--- config.mk ---
export PLATFORM = sky130hd
export DESIGN_NAME = lcd_hex_driver
export DESIGN_NICKNAME = d
export VERILOG_FILES = /design/src/rtl/lcd_hex_driver.sv
export SDC_FILE = /design/constraint.sdc
export NUM_CORES = 1
export LEC_CHECK = 0
export BUFFER_PORTS_ARGS = -buffer_cell sky130_fd_sc_hd__buf_2
export CAP_MARGIN = 20
export CORE_ASPECT_RATIO = 1.4
export CORE_MARGIN = 1
export CORE_UTILIZATION = 35
export CTS_CLUSTER_SIZE = 28
export DETAILED_ROUTE_END_ITERATION = 12
export HOLD_SLACK_MARGIN = 0.12
export MAX_ROUTING_LAYER = met4
export PLACE_DENSITY_LB_ADDON = 0.25
export SLEW_MARGIN = 30
export SYNTH_ARGS = -nofsm -noshare
export SYNTH_HDL_FRONTEND = slang
export SYNTH_SLANG_ARGS = --single-unit
--- constraint.sdc ---
create_clock -name LHD_clk -period 4.4 [get_ports LHD_clk]
set_input_delay 0.88 -clock LHD_clk [delete_from_list [all_inputs] [get_ports LHD_clk]]
set_output_delay 0.88 -clock LHD_clk [all_outputs]
set_load 0.05 [all_outputs]
--- src/rtl/lcd_hex_driver.sv ---
// HD44780 8-bit write-only driver: power-up wait, init commands, then endless two-row hex refresh.
// Each write is SETUP (1) / PULSE (EN_CYCLES) / HOLD (WAIT_CYCLES, or CLR_CYCLES after clear).
`timescale 1ns/1ps
module lcd_hex_driver #(
  parameter int PWRUP_CYCLES = 750000,
  parameter int EN_CYCLES    = 16,
  parameter int WAIT_CYCLES  = 2500,
  parameter int CLR_CYCLES   = 100000
) (
  input  logic        LHD_clk,
  input  logic        LHD_rst,
  input  logic [31:0] LHD_line1,
  input  logic [31:0] LHD_line2,
  input  logic [3:0]  LHD_sel,
  output logic [7:0]  LCD_DATA,
  output logic        LCD_RS,
  output logic        LCD_RW,
  output logic        LCD_EN,
  output logic        LCD_ON,
  output logic        LHD_ready,
  output logic        LHD_frame_done
);

  localparam int MAX_A   = (PWRUP_CYCLES > EN_CYCLES) ? PWRUP_CYCLES : EN_CYCLES;
  localparam int MAX_B   = (WAIT_CYCLES > CLR_CYCLES) ? WAIT_CYCLES : CLR_CYCLES;
  localparam int MAX_CYC = (MAX_A > MAX_B) ? MAX_A : MAX_B;
  localparam int CNT_W   = $clog2(MAX_CYC + 1);

  localparam logic [CNT_W-1:0] PWRUP_LAST = CNT_W'(PWRUP_CYCLES - 1);
  localparam logic [CNT_W-1:0] EN_LAST    = CNT_W'(EN_CYCLES - 1);
  localparam logic [CNT_W-1:0] WAIT_LAST  = CNT_W'(WAIT_CYCLES - 1);
  localparam logic [CNT_W-1:0] CLR_LAST   = CNT_W'(CLR_CYCLES - 1);
  localparam logic [CNT_W-1:0] CNT_ONE    = CNT_W'(1);
  localparam logic [5:0]       LAST_STEP  = 6'd33;

  typedef enum logic [1:0] {PWRUP, INIT, FRAME} state_t;
  typedef enum logic [1:0] {SETUP, PULSE, HOLD} sub_t;

  state_t           state, state_nxt;
  sub_t             sub, sub_nxt;
  logic [CNT_W-1:0] cnt, cnt_nxt, hold_last;
  logic [5:0]       step, step_nxt;
  logic [31:0]      snap_line1, snap_line2;
  logic [3:0]       snap_sel;
  logic [3:0]       col;
  logic [7:0]       wr_dat;
  logic             wr_rs;

  function automatic logic [7:0] nib2asc(input logic [3:0] n);
    return (n < 4'd10) ? (8'h30 + {4'h0, n}) : (8'h37 + {4'h0, n});
  endfunction

  always_ff @(posedge LHD_clk or posedge LHD_rst) begin
    if (LHD_rst) begin
      state <= PWRUP;
      sub   <= SETUP;
      cnt   <= '0;
      step  <= '0;
    end else begin
      state <= state_nxt;
      sub   <= sub_nxt;
      cnt   <= cnt_nxt;
      step  <= step_nxt;
    end
  end

  // The clear command needs the long settle time.
  assign hold_last = (state == INIT && step == 6'd2) ? CLR_LAST : WAIT_LAST;

  always_comb begin
    state_nxt = state;
    sub_nxt   = sub;
    cnt_nxt   = cnt + CNT_ONE;
    step_nxt  = step;
    if (state == PWRUP) begin
      if (cnt == PWRUP_LAST) begin
        state_nxt = INIT;
        sub_nxt   = SETUP;
        cnt_nxt   = '0;
        step_nxt  = '0;
      end
    end else begin
      case (sub)
        SETUP: begin
          sub_nxt = PULSE;
          cnt_nxt = '0;
        end
        PULSE: begin
          if (cnt == EN_LAST) begin
            sub_nxt = HOLD;
            cnt_nxt = '0;
          end
        end
        HOLD: begin
          if (cnt == hold_last) begin
            sub_nxt = SETUP;
            cnt_nxt = '0;
            if (state == INIT) begin
              if (step == 6'd3) begin
                state_nxt = FRAME;
                step_nxt  = '0;
              end else begin
                step_nxt = step + 6'd1;
              end
            end else begin
              step_nxt = (step == LAST_STEP) ? 6'd0 : step + 6'd1;
            end
          end
        end
        default: begin
          sub_nxt = SETUP;
          cnt_nxt = '0;
        end
      endcase
    end
  end

  // Frame steps: 0 = 0x80, 1..16 = row 1, 17 = 0xC0, 18..33 = row 2.
  always_comb begin
    wr_dat = 8'h00;
    wr_rs  = 1'b0;
    col    = 4'd0;
    case (state)
      INIT: begin
        case (step[1:0])
          2'd0:    wr_dat = 8'h38;
          2'd1:    wr_dat = 8'h0C;
          2'd2:    wr_dat = 8'h01;
          default: wr_dat = 8'h06;
        endcase
      end
      FRAME: begin
        if (step == 6'd0) begin
          wr_dat = 8'h80;
        end else if (step == 6'd17) begin
          wr_dat = 8'hC0;
        end else if (step < 6'd17) begin
          wr_rs = 1'b1;
          col   = step[3:0] - 4'd1;
          if (!col[3])          wr_dat = nib2asc(snap_line1[{~col[2:0], 2'b00} +: 4]);
          else if (col == 4'hF) wr_dat = nib2asc(snap_sel);
          else                  wr_dat = 8'h20;
        end else begin
          wr_rs = 1'b1;
          col   = step[3:0] - 4'd2;
          if (!col[3]) wr_dat = nib2asc(snap_line2[{~col[2:0], 2'b00} +: 4]);
          else         wr_dat = 8'h20;
        end
      end
      default: ;
    endcase
  end

  always_ff @(posedge LHD_clk or posedge LHD_rst) begin
    if (LHD_rst) begin
      snap_line1 <= '0;
      snap_line2 <= '0;
      snap_sel   <= '0;
    end else if (state == FRAME && sub == SETUP && step == 6'd0) begin
      snap_line1 <= LHD_line1;
      snap_line2 <= LHD_line2;
      snap_sel   <= LHD_sel;
    end
  end

  assign LCD_DATA       = wr_dat;
  assign LCD_RS         = wr_rs;
  assign LCD_RW         = 1'b0;
  assign LCD_EN         = (state != PWRUP) && (sub == PULSE);
  assign LCD_ON         = ~LHD_rst;
  assign LHD_ready      = (state == FRAME);
  assign LHD_frame_done = (state == FRAME) && (sub == HOLD) && (step == LAST_STEP) &&
                          (cnt == WAIT_LAST);

endmodule

After elaboration in Yosys (flattened, before gate mapping). Index checks and enable logic that the tools add are counted.

$add $sub $neg: 10. Magnitude comparators: 4. Equal/unequal tests: 18. Shifts and indexed selects: 2. Muxes and demuxes: 38. Bitwise gates (word level): 3. Reduce and logical (&&, ||, !) cells: 19.

Operators with widths (count): two-way mux 20 bit (4); variable part select 32 x 6 -> 4 bit (2); adder 6 x 4 -> 7 bit, first input constant (6); two-way mux 6 bit (7); two-way mux 7 bit (6); case mux 20 bit (2 select lines) (1); two-way mux 8 bit (3); adder 20 x 1 -> 20 bit, second input constant (1); == test 20 x 12 -> 1 bit, second input constant (1); == test 20 x 17 -> 1 bit (1); == test 20 bit, second input constant (1); == test 20 x 4 -> 1 bit, second input constant (1); two-way mux 2 bit (10); case mux 6 bit (3 select lines) (1); two-way mux 17 bit (1); case mux 8 bit (2 select lines) (1); == test 6 x 2 -> 1 bit, second input constant (2); < comparator 4 bit, second input constant (3); nonzero test 2 bit (5); logical AND 1 bit (7); adder 6 x 1 -> 6 bit, second input constant (1); == test 2 x 1 -> 1 bit, second input constant (3); == test 2 bit, second input constant (3); == test 6 x 5 -> 1 bit, second input constant (1); 15 further kinds (22).

Register bits after elaboration: 98. Output and inout bits: 14. Logic and storage cells: 101.

Depth between registers and ports, before layout. Gate-level depths: netlist of the first run.

Word-level depth: 10. Mapped depth: 12. Mapped depth without buffers: 9.

Worst setup path before layout of the first run. No wires, ideal clock.

Path kind: flip-flop to output port. From: register step[1]. To: output port LCD_DATA[6]. Data arrival time: 3.824 ns. Path slack: -0.304 ns. Stages on the path, launching flop included: 13. Path buffers: 3. Path through: dfrtp_1 > buf_2 > inv_1 > ha_1 > buf_2 > buf_4 > mux2i_1 > mux4_2 > ha_1 > o21ai_1 > and2_1 > o21ai_1 > a221oi_1.

Cells in the longest elaborated chain, start to end: 10.

RTL lines: start, declared (RTL line 42) `logic [5:0] step, step_nxt;`; start signal, assigned (RTL line 63) `step <= step_nxt;`; subtractor 4 x 2 -> 4 bit or subtractor 4 x 1 -> 4 bit (tied branches) (RTL line 145, 139); NOT 3 bit (on tied branches) (RTL line 146, 140); variable part select 32 x 6 -> 4 bit (on tied branches) (RTL line 146, 140); adder 6 x 4 -> 7 bit or < comparator 4 bit (tied branches) (RTL line 50) `return (n < 4'd10) ? (8'h30 + {4'h0, n}) : (8'h37 + {4'h0, n});`; two-way mux 7 bit (RTL line 50); two-way mux 7 bit (on tied branches) (RTL line 146, 140); two-way mux 8 bit (RTL line 137) `end else if (step < 6'd17) begin`; two-way mux 8 bit (RTL line 135) `end else if (step == 6'd17) begin`; two-way mux 8 bit * (RTL line 133) `if (step == 6'd0) begin`; case mux 8 bit (2 select lines) * (RTL line 123) `case (state)`; end, declared (RTL line 15) `output logic [7:0] LCD_DATA,`.

Mark *: on every way between the ends. The rest lies on a longest branch, timed or not.

Worst setup path after layout of the first run.
From: register step[1]. To: output port LCD_DATA[2].

Cells in the longest elaborated chain, start to end: 10.

RTL lines (RTL line): subtractor 4 x 2 -> 4 bit or subtractor 4 x 1 -> 4 bit (tied branches) (145, 139); NOT 3 bit (on tied branches) (146, 140); variable part select 32 x 6 -> 4 bit (on tied branches) (146, 140); adder 6 x 4 -> 7 bit or < comparator 4 bit (tied branches) (50); two-way mux 7 bit (50); two-way mux 7 bit (on tied branches) (146, 140); two-way mux 8 bit (137); two-way mux 8 bit (135); two-way mux 8 bit (133); case mux 8 bit (2 select lines) * (123).

Marks and branches as above.

==> results of run 1 <==
## registers in the layout, summed over array words and instances (netlist names)
signal and cells:
snap_line1 32, snap_line2 32, state 2, sub 2, step 6, snap_sel 4, cnt 20
## layout by cell type, fill, tap and decap left out, types with 16 or more instances in the layout
cell type / instances
inv_1: 17
dfrtp_1: 97
nor2_1: 35
mux2_2: 70
mux2i_1: 19
buf_2: 82
ha_1: 16
nand2_1: 23
nand3_1: 16
xnor2_1: 18
## worst min-delay path by stage
stage                     start          endpoint  slack, ns  cells after the start
3_3_place_gp   cnt[0]$_DFF_PP0_  cnt[0]$_DFF_PP0_       0.44                      1
6_report       cnt[0]$_DFF_PP0_  cnt[0]$_DFF_PP0_       0.45                      1
3_5_place_dp   cnt[0]$_DFF_PP0_  cnt[0]$_DFF_PP0_       0.44                      1
2_1_floorplan  cnt[0]$_DFF_PP0_  cnt[0]$_DFF_PP0_       0.42                      1
5_1_grt        cnt[0]$_DFF_PP0_  cnt[0]$_DFF_PP0_       0.51                      1
4_1_cts        cnt[0]$_DFF_PP0_  cnt[0]$_DFF_PP0_       0.45                      1
## power by group through the flow
stage | sequential (mW) | clock, mW | combinational [mW]
global placement | 0.967 | 0 | 0.127
global route | 0.954 | 0.811 | 0.144
detailed placement | 0.968 | 0 | 0.130
finish | 0.951 | 0.750 | 0.128
CTS | 0.951 | 0.774 | 0.131
floorplan | 0.960 | 0 | 0.0803
## per-stage QoR
| stage | hold WS (ns) | power [mW] | util | worst slack, ns |
|---|---|---|---|---|
| floorplan | 0.422 | 1.04 | - | 0.0698 |
| global placement | 0.436 | 1.09 | 0.402 | 0.471 |
| detailed placement | 0.441 | 1.10 | 0.402 | 0.394 |
| CTS | 0.452 | 1.86 | 0.420 | 0.00820 |
| global route | 0.510 | 1.91 | 0.421 | 0.0237 |
| finish | 0.449 | 1.83 | 0.421 | 0.167 |
## critical path: cells and delay by family (launching register included)
family | cells | cell delay, ns
and+or+nand+nor | 1 | 0.08
adders and majority gates | 2 | 0.82
buffers and inverters | 2 | 0.41
muxes | 3 | 0.93
DFF | 1 | 0.35
AOI/OAI and AO/OA | 2 | 0.40
## logic make-up (layout without fill, tap and decap cells)
family                     count (synthesis)  count (layout)  share of synthesized area
AOI/OAI and AO/OA                         59              59                     0.0703
xor gates and xnor gates                  25              25                     0.0401
adders and majority gates                 17              17                     0.0389
buffers and inverters                     41             121                     0.0334
DFF                                       98              98                      0.449
muxes                                    104             104                      0.239
other                                      1               1                   0.000686
and+or+nand+nor                          131             131                      0.129
## area by class of cell
type	count	area, um^2
tap	192	240
clock buffer	11	253
fill	1455	8750
sequential	98	2450
clock inverter	3	23.8
multi-input combinational	337	2870
inverter	19	73.8
timing repair buffer	88	459
## metal layers
metal | vias up | share of wire
li1 | 1869 | -
met1 | 1965 | 0.43
met2 | 73 | 0.53
met3 | 15 | 0.023
met4 | 0 | 0.018
met5 | - | 0
==> run metrics, run 1 <==
CP cell instances inv_1, ha_2, mux2i_1, mux4_2, ha_1, nand2_1, mux2i_1, a21oi_1, o32ai_2, buf_2; Synth Flop Type dfrtp_1; top cell type by total area after synthesis dfrtp_1; post-CTS setup buffers 0; met2 usage 0.290; min Tclk post-route ~4.2 ns; most common cell in the netlist dfrtp_1; Starting Density 0.361; clock buffer depth 2; Post-CTS Hold Fix Bufs 0; met3 Usage GRT 0.0235; cells on worst reg2reg path 6; worst r2r src cnt[15]$_DFF_PP0_; final worst-path cycle share 0.962; CTS tree built; PD cells 287 nW/um^2; max-slew violation count 0; Die X between 100 and 150 um; layer with the highest usage met2; CP Class reg2out; sequential power share 0.520; Pleak between 2 and 3 nW; Worst-path clk slew ~0.070 ns; number of global-route vias before repair 4,073; Seq cells post-synth approximately 100; Final nets 640; # resized after CTS 0; CP Capture Type output pin; Clk network pwr share 0.410; asr flop ratio synth 1.00; Post-DRT Antenna Nets 0; gr usage total 0.171; register area share after synthesis 0.449; Die ar. between 15,000 and 20,000 um^2; total of max-cap violations 0; PortBufs a little over 80; Finished Cell Area approximately 6400 um^2; die height 150 um; CP max-delay cell ha_2; crit start category register; initial antenna violation count 0; per-cell routed wire length ~17 um; TritonCTS Sinks 98; Peak supply drop roughly 0.16 mV; RSZ-0062 raised after global routing no; Pint around 1.4 mW; routability cong. between 0.8 and 0.9; largest net degree at the start of global routing 72; total clock buffers created by CTS 9; Fin. Hold Viols 0; CP Max Fanout 13; syn_nets ~560; hpwl dp 9340 um; overflow left after global routing 0; P_sw around 420 uW; crit path launch step[1]$_DFFE_PP0P_; Combinational Power Share 0.070; Worst Path Arrival 3.35 ns; Max-slew headroom 0.432; mapped cell area between 5000 and 6000 um^2; Fmax ~240 MHz; total negative slack 0 ns; layout cell share with drive strength beyond 1 0.367; share of the synthesized area in the top cell type 0.449; Worst Tran Pin Value 0.853 ns; final non-filler cell total roughly 750; Syn Area/Cell approximately 11 um^2; ANT cells 0; drt via density 5.24; synthesis warning total 0; Worst R2R End cnt[5]$_DFF_PP0_; DR vias about 3,900; # IOs 84; post-synthesis cell type count 59; first-pass GRT wire length roughly 21,000 um; Placed Area ~6100 um^2; Routed Wire Length 12,500 um; Net Sw Frac 0.229; critical path endpoint LCD_DATA[2]; Area Overhead vs Synth 16.6%; R2R Setup Slk 1.76 ns; top post-synthesis cells by count 98 x dfrtp_1, 70 x mux2_2, 35 x nor2_1; run status complete, no violations; Synth Instances roughly 480; Rows 53; Critical Path RT roughly 3.5 ns; number of cells after detailed placement 734; DRC 0; met1 usage 0.206; CP max stage delay about 0.57 ns; H-tree depth 3; Root Driver clkbuf_16; top cells by area, synth dfrtp_1 45%, mux2_2 14%, mux4_2 5.8%; # setup viols final 0; core area between 15,000 and 20,000 um^2; Pre-Repair DR Iteration Count 4; EDFF count, synth 0; later-pin clock latency in the skew report 0.34 ns; Tightest Hold Check Type reg2reg; Initial DRC Count 155; clock skew roughly 0.011 ns; CP dominant cell by count mux2i_1
Note: power is estimated with default switching activity, not from simulation.
==> inputs of run 2 (changes only) <==
--- a/config.mk
+++ b/config.mk
@@ -7,7 +7,7 @@
 export LEC_CHECK = 0
 export BUFFER_PORTS_ARGS = -buffer_cell sky130_fd_sc_hd__buf_2
 export CAP_MARGIN = 20
-export CORE_ASPECT_RATIO = 1.4
+export CORE_ASPECT_RATIO = 1.2
 export CORE_MARGIN = 1
 export CORE_UTILIZATION = 35
 export CTS_CLUSTER_SIZE = 28
==> run metrics, run 2 (synthesis results as in run 1) <==
drt via density about 5.1; R2R Setup Slk roughly 1.8 ns; later-pin clock latency in the skew report 0.35 ns; Post-DRT Antenna Nets 0; final worst-path cycle share 0.962; Die X around 120 um; CP Max Fanout 8; largest net degree at the start of global routing 87; run status complete, no violations; DR vias about 3,900; Fmax 236 MHz; Critical Path RT roughly 3.5 ns; H-tree depth 3; Worst Tran Pin Value 0.868 ns; layout cell share with drive strength beyond 1 0.369; RSZ-0062 raised after global routing no; CP max-delay cell mux4_2; TritonCTS Sinks 98; Regs by FF count snap_line1: 32 flops, snap_line2: 32 flops, cnt: 20 flops; PortBufs 82; Rows 49; post-CTS setup buffers 0; initial antenna violation count 0; Final Util 0.424; Pre-Repair DR Iteration Count 4; first-pass GRT wire length around 20,000 um; crit path launch step[1]$_DFFE_PP0P_; CP Class reg2out; Starting Density 0.361; cells on worst reg2reg path 6; Post-CTS Hold Fix Bufs 0; min Tclk post-route 4.23 ns; PD cells approximately 290 nW/um^2; CTS tree built; hpwl dp around 9000 um; clock skew ~0.0088 ns; clock buffer depth 2; Max-slew headroom 0.421; per-cell routed wire length 16.1 um; Worst-path clk slew 0.07 ns; overflow left after global routing 0; core area 15,100 um^2; number of global-route vias before repair 4,109; # setup viols final 0; crit-path leading delay family multiplexers; Placed Area 6100 um^2; Routed Wire Length roughly 12,000 um; Peak supply drop 0.220 mV; CP cell instances inv_1, ha_1, buf_4, mux2i_1, mux4_2, ha_1, nand2_1, mux2i_1, a21oi_1, o32ai_2, buf_2; total of max-cap violations 0; # IOs between 80 and 90; CP Capture Type output pin; ANT cells 0; routability cong. 0.876; die height ~140 um; gr usage total 0.169; total clock buffers created by CTS 9; DRC 0; total negative slack 0 ns; Finished Cell Area ~6400 um^2; commonest non-fill, non-tap cell in the layout dfrtp_1; crit start category register; CP max stage delay ~0.57 ns; Die ar. ~16,000 um^2; Worst R2R End cnt[9]$_DFF_PP0_; Final nets ~640; Root Driver clkbuf_16; Fin. Hold Viols 0; WP buf/inv 3; max-slew violation count 0; Tightest Hold Check Type in2async; Initial DRC Count roughly 170; worst r2r src cnt[15]$_DFF_PP0_; Area Overhead vs Synth 17.5%; most frequent cells in the layout 98 x dfrtp_1, 81 x buf_2, 70 x mux2_2; Pleak between 2 and 3 nW; Worst Path Arrival ~3.4 ns
-- run 2: how the worst max path moves through the flow --
stage | endpoint | depth (start not counted)
final | LCD_DATA[2] | 11
after global routing | LCD_DATA[2] | 11
after CTS | LCD_DATA[4] | 10
after detailed placement | LCD_DATA[4] | 10
after global placement | LCD_DATA[4] | 10
after floorplan | LCD_DATA[5] | 10
-- run 2: repair_timing --
action                                  in CTS  in global routing
endpoints found under the setup margin       0                  5
resized for setup                            0                  4
endpoints found under the hold margin        0                  0
-- run 2: cell type report --
type                            count  area [um^2]
Sequential cell                    98         2450
Clock inverter                      7         76.3
Inverter                           19         73.8
Fill cell                        1508         8720
Tap cell                          204          255
Timing Repair Buffer               89          469
Multi-Input combinational cell    337         2870
Clock buffer                        9          225
-- run 2: through the flow --
stage	std cells	setup slack [ns]	total power, mW	hold WS, ns
2_1_floorplan	476	0.0698	1.04	0.422
4_1_cts	763	0.0556	1.91	0.427
6_report	763	0.167	1.88	0.441
5_1_grt	763	0.0119	1.96	0.436
3_5_place_dp	747	0.449	1.10	0.451
3_3_place_gp	747	0.535	1.09	0.438
-- run 2: report_power, final --
part | total, mW | internal (mW) | switching (mW)
Clock | 0.804 | 0.445 | 0.360
Combinational | 0.128 | 0.0671 | 0.0610
Sequential | 0.950 | 0.932 | 0.0177
Total | 1.88 | 1.44 | 0.438
-- run 2: worst register-to-register path: stages, from the launching register on --
cell	delay, ns
dfrtp_1	0.45
or4_4	0.59
nand2b_1	0.19
nor4_1	0.37
o31ai_1	0.23
a31oi_4	0.55
nor2_1	0.12
-- run 2: routing by layer --
metal	routed length, um	share of wire	up-vias	track usage
met1	5640	0.46	1934	0.215
met4	165	0.013	0	0.0520
met2	6050	0.49	78	0.267
met5	0	0	-	-
met3	398	0.032	11	0.0350
li1	-	-	1887	-
